==> config.mk <==
export PLATFORM = sky130hd
export DESIGN_NAME = multu_pipe
export DESIGN_NICKNAME = d
export VERILOG_FILES = /design/src/rtl/multu_pkg.sv /design/src/rtl/multu_sat_round.sv /design/src/rtl/multu_pipe.sv
export SDC_FILE = /design/constraint.sdc
export NUM_CORES = 2
export LEC_CHECK = 0
export BUFFER_PORTS_ARGS = -buffer_cell sky130_fd_sc_hd__buf_2
export CAP_MARGIN = 30
export CORE_ASPECT_RATIO = 0.9
export CORE_UTILIZATION = 60
export DETAILED_ROUTE_END_ITERATION = 10
export GPL_TIMING_DRIVEN = 0
export PLACE_DENSITY = 0.8
export SYNTH_ARGS = -nofsm -noshare
export SYNTH_HDL_FRONTEND = slang
export SYNTH_HIERARCHICAL = 1
export SYNTH_SLANG_ARGS = --single-unit
==> constraint.sdc <==
create_clock -name clk -period 17.2 [get_ports clk]
set_input_delay 3.44 -clock clk [delete_from_list [all_inputs] [get_ports clk]]
set_output_delay 3.44 -clock clk [all_outputs]
set_load 0.1 [all_outputs]
==> src/rtl/multu_pkg.sv <==
// Shared types and saturation helpers for the pipelined Q-format multiplier.
package multu_pkg;

  typedef enum logic {
    RND_TRUNC     = 1'b0,
    RND_HALF_AWAY = 1'b1
  } rnd_e;

  // Sideband carried alongside the magnitude payload through S1/S2.
  typedef struct packed {
    logic sign;
    rnd_e rnd;
  } stage_ctl_t;

  localparam int unsigned SAT_W = 128;

  function automatic logic [SAT_W-1:0] sat_max(input int unsigned n);
    return (SAT_W'(1) << (n - 1)) - SAT_W'(1);
  endfunction

  function automatic logic [SAT_W-1:0] sat_min(input int unsigned n);
    return SAT_W'(1) << (n - 1);
  endfunction

endpackage

==> src/rtl/multu_sat_round.sv <==
// Combinational S3 stage: scale the magnitude product, round, saturate, restore sign.
module multu_sat_round
  import multu_pkg::*;
#(
  parameter int unsigned N = 32,
  parameter int unsigned Q = 18
) (
  input  logic [2*N-1:0] prod,
  input  logic           sign,
  input  rnd_e           rnd,
  output logic [N-1:0]   res,
  output logic           ovf
);

  localparam int unsigned MW = 2 * N + 1;
  localparam logic [N-1:0] POS_SAT = N'(sat_max(N));
  localparam logic [N-1:0] NEG_SAT = N'(sat_min(N));

  logic [MW-1:0] mag;
  logic [MW-1:0] lim;

  always_comb begin
    mag = {1'b0, prod >> Q};
    if (rnd == RND_HALF_AWAY) begin
      mag = mag + MW'(prod[Q-1]);
    end
    // Negative side reaches one further than positive (2^(N-1) vs 2^(N-1)-1).
    lim = sign ? MW'(sat_min(N)) : MW'(sat_max(N));
    ovf = (mag > lim);
    if (ovf) begin
      res = sign ? NEG_SAT : POS_SAT;
    end else begin
      res = sign ? -mag[N-1:0] : mag[N-1:0];
    end
  end

endmodule

==> src/rtl/multu_pipe.sv <==
// Three-stage signed Q-format multiplier with valid/ready flow control,
// selectable rounding, saturation and a sticky overflow flag.
module multu_pipe
  import multu_pkg::*;
#(
  parameter int unsigned N = 32,
  parameter int unsigned Q = 18
) (
  input  logic         clk,
  input  logic         rst_n,
  input  logic         in_valid,
  output logic         in_ready,
  input  logic [N-1:0] mul1,
  input  logic [N-1:0] mul2,
  input  logic         rnd_mode,
  output logic         out_valid,
  input  logic         out_ready,
  output logic [N-1:0] result,
  output logic         ovf,
  output logic         ovf_sticky,
  input  logic         clr_sticky
);

  logic               stall;

  logic               v1_q, v1_d;
  stage_ctl_t         ctl1_q, ctl1_d;
  logic [N-1:0]       ma1_q, ma1_d;
  logic [N-1:0]       mb1_q, mb1_d;

  logic               v2_q, v2_d;
  stage_ctl_t         ctl2_q, ctl2_d;
  logic [2*N-1:0]     prod2_q, prod2_d;

  logic               out_valid_q, out_valid_d;
  logic [N-1:0]       result_q, result_d;
  logic               ovf_q, ovf_d;
  logic               sticky_q, sticky_d;

  logic [N-1:0]       sr_res;
  logic               sr_ovf;

  multu_sat_round #(.N(N), .Q(Q)) u_sat_round (
    .prod (prod2_q),
    .sign (ctl2_q.sign),
    .rnd  (ctl2_q.rnd),
    .res  (sr_res),
    .ovf  (sr_ovf)
  );

  always_comb begin
    stall       = out_valid_q & ~out_ready;
    v1_d        = v1_q;
    ctl1_d      = ctl1_q;
    ma1_d       = ma1_q;
    mb1_d       = mb1_q;
    v2_d        = v2_q;
    ctl2_d      = ctl2_q;
    prod2_d     = prod2_q;
    out_valid_d = out_valid_q;
    result_d    = result_q;
    ovf_d       = ovf_q;

    // Single global enable: the whole pipe freezes while the output is held.
    if (!stall) begin
      v1_d        = in_valid;
      ctl1_d.sign = mul1[N-1] ^ mul2[N-1];
      ctl1_d.rnd  = rnd_e'(rnd_mode);
      ma1_d       = mul1[N-1] ? -mul1 : mul1;
      mb1_d       = mul2[N-1] ? -mul2 : mul2;

      v2_d        = v1_q;
      ctl2_d      = ctl1_q;
      prod2_d     = (2*N)'(ma1_q) * (2*N)'(mb1_q);

      out_valid_d = v2_q;
      result_d    = sr_res;
      ovf_d       = sr_ovf;
    end

    sticky_d = sticky_q;
    if (clr_sticky) begin
      sticky_d = 1'b0;
    end
    if (out_valid_q && out_ready && ovf_q) begin
      sticky_d = 1'b1;
    end
  end

  always_ff @(posedge clk or negedge rst_n) begin
    if (!rst_n) begin
      v1_q        <= 1'b0;
      ctl1_q      <= '0;
      ma1_q       <= '0;
      mb1_q       <= '0;
      v2_q        <= 1'b0;
      ctl2_q      <= '0;
      prod2_q     <= '0;
      out_valid_q <= 1'b0;
      result_q    <= '0;
      ovf_q       <= 1'b0;
      sticky_q    <= 1'b0;
    end else begin
      v1_q        <= v1_d;
      ctl1_q      <= ctl1_d;
      ma1_q       <= ma1_d;
      mb1_q       <= mb1_d;
      v2_q        <= v2_d;
      ctl2_q      <= ctl2_d;
      prod2_q     <= prod2_d;
      out_valid_q <= out_valid_d;
      result_q    <= result_d;
      ovf_q       <= ovf_d;
      sticky_q    <= sticky_d;
    end
  end

  assign in_ready   = ~stall;
  assign out_valid  = out_valid_q;
  assign result     = result_q;
  assign ovf        = ovf_q;
  assign ovf_sticky = sticky_q;

endmodule
==> run metrics <==
CORE AREA=71600 um2; average cell area after synthesis=slightly below 9 um2; 1st-pass router iterations=6; min cycle time layout=between 9 and 10 ns; Routed Antenna Nets=0; Clock Path Buffers=2; Relative slew margins=21.2%; Final Hold Viols=0; pin count of the biggest net entering global routing=a little under 90; post-CTS setup buffers=0; worst-skew pair later-pin latency=between 0.5 and 0.6 ns; WS Path Type=flip-flop to flip-flop; fin crit share=between 50% and 60%; placed cell areas=between 40000 and 50000 um2; RSZ-0062 raised after global routing=false; vias in the first global route=37151; Total GRT Usage=approximately 47%; Worst Setup End Kind=flip-flop; multi-input logic area=~35000 um2; fillers=about 6000; effective utilization at floorplan=between 60% and 70%; global route total overflow=0; Final Slew Violations=0; number of antenna violations at the first check in global routing=15; fmax=approximately 100 MHz; Crit Path Max Fanout=10; status=finished clean; worst reg-to-reg setup slack=around 7.3 ns; I/O pin count=approximately 110; first-pass GRT wire length=~240 mm; Setup Viol. Count Final=0; Routed Wire Length=169 mm; CTS sink count=about 150; hold_buf cts=0; Area Growth Syn to Fin=6.24%; Worst Tran Pin Value=1.18 ns; root buffer cell=clkbuf_16; Post-CTS Resized=0; Worst Skew=roughly 0.017 ns; count of buffers from port buffering=105; most common cell after layout, fill and taps aside=inv_1; GPL Wtd Cong=around 1.1; syn_nets=approximately 6200; crit start category=flip-flop; total vias in the final route=37618; register area=3800 um2; TritonCTS clock tree=yes; placed instance count=6009; WL/cell=27.8 um; Final Non-Filler Cells=just over 6000; Die Y=roughly 260 um; share of layout cells above drive strength 1=under 10%; die area=between 70000 and 80000 um2; # rows=93; Num CTS Buffers=17; DRC Markers=0; number of max-cap violations=0; Syn Std Cell Area=roughly 43000 um2; hpwl dp=about 140 mm; Synth Instances=approximately 4900; detail-routed via count per cell=6.19; clk slew on worst S/H paths=about 0.080 ns; drt initial violations=4726; commonest cells after routing, fill and taps aside=inv_1 (960), fa_1 (896), nand2_1 (737); H-tree depth=4; fin area=about 46000 um2; final setup TNS=0 ns; WP data required=between 15 and 20 ns; Die X-Extent=about 290 um; synth warn=6; Worst EP arrival=10.25 ns; NumNets Final=around 6400; min-delay worst type=flip-flop to flip-flop
-- final timing paths --
path | startpoint | endpoint | cells after the start
worst min register to register | result[14]$_DFFE_PN0N_ | result[14]$_DFFE_PN0N_ | 2
min in group asynchronous | rst_n | prod2_q[53]$_DFFE_PN0N_ | 1
worst max register to register | mb1_q[12]$_DFFE_PN0N_ | prod2_q[54]$_DFFE_PN0N_ | 24
max in group asynchronous | rst_n | ma1_q[10]$_DFFE_PN0N_ | 2
worst max-delay path | mb1_q[12]$_DFFE_PN0N_ | prod2_q[54]$_DFFE_PN0N_ | 24
worst min-delay path | result[14]$_DFFE_PN0N_ | result[14]$_DFFE_PN0N_ | 2
-- worst max-delay path: stages, from the launching register on --
cell	delay [ns]
dfrtp_1	0.87
clkbuf_1	0.90
and2_1	0.27
fa_1	0.48
fa_1	0.51
inv_1	0.07
fa_1	0.46
fa_1	0.54
inv_1	0.05
fa_1	0.52
fa_1	0.53
fa_1	0.64
inv_1	0.08
fa_1	0.65
inv_1	0.08
ha_1	0.28
or3_1	0.38
o22ai_1	0.14
o21ai_0	0.25
o311ai_1	0.90
a2111oi_2	0.21
o21ai_1	0.45
o31a_1	0.20
xor2_1	0.17
a21oi_1	0.09
-- layout make-up --
type	count	area share (%)
plain buffers	285	2.45
flip-flops and latches	152	8.25
repair buffers	126	1.81
well taps	950	2.58
clock buffers	18	0.953
clock inverters	14	0.353
inverters	961	7.83
diodes	28	0.152
multi-input cells	3545	75.6
-- sequential cells by signal, indices dropped and copies added (netlist names) --
| signal | cells |
|---|---|
| ctl1_q | 2 |
| ctl2_q | 2 |
| ma1_q | 32 |
| mb1_q | 32 |
| out_valid | 1 |
| ovf | 1 |
| ovf_sticky | 1 |
| prod2_q | 47 |
| result | 32 |
| v1_q | 1 |
| v2_q | 1 |
-- stage by stage --
stage	setup WS [ns]	hold slack [ns]	util, %
after floorplan	8.66	0.430	-
final	7.32	0.464	64.4
after global placement	7.41	0.443	63.0
after CTS	7.73	0.465	64.1
after detailed placement	7.73	0.450	63.3
after global routing	7.24	0.506	64.3
-- metal layers --
layer / GRT usage (%) / share of wire, %
met5: 1.25 / 0.13
met4: 31.4 / 8.1
met3: 20.2 / 15
met2: 63.2 / 40
met1: 60.9 / 37
Power is not shown: default switching activity piles up to over one toggle a cycle in this logic, so the estimate is an artifact.
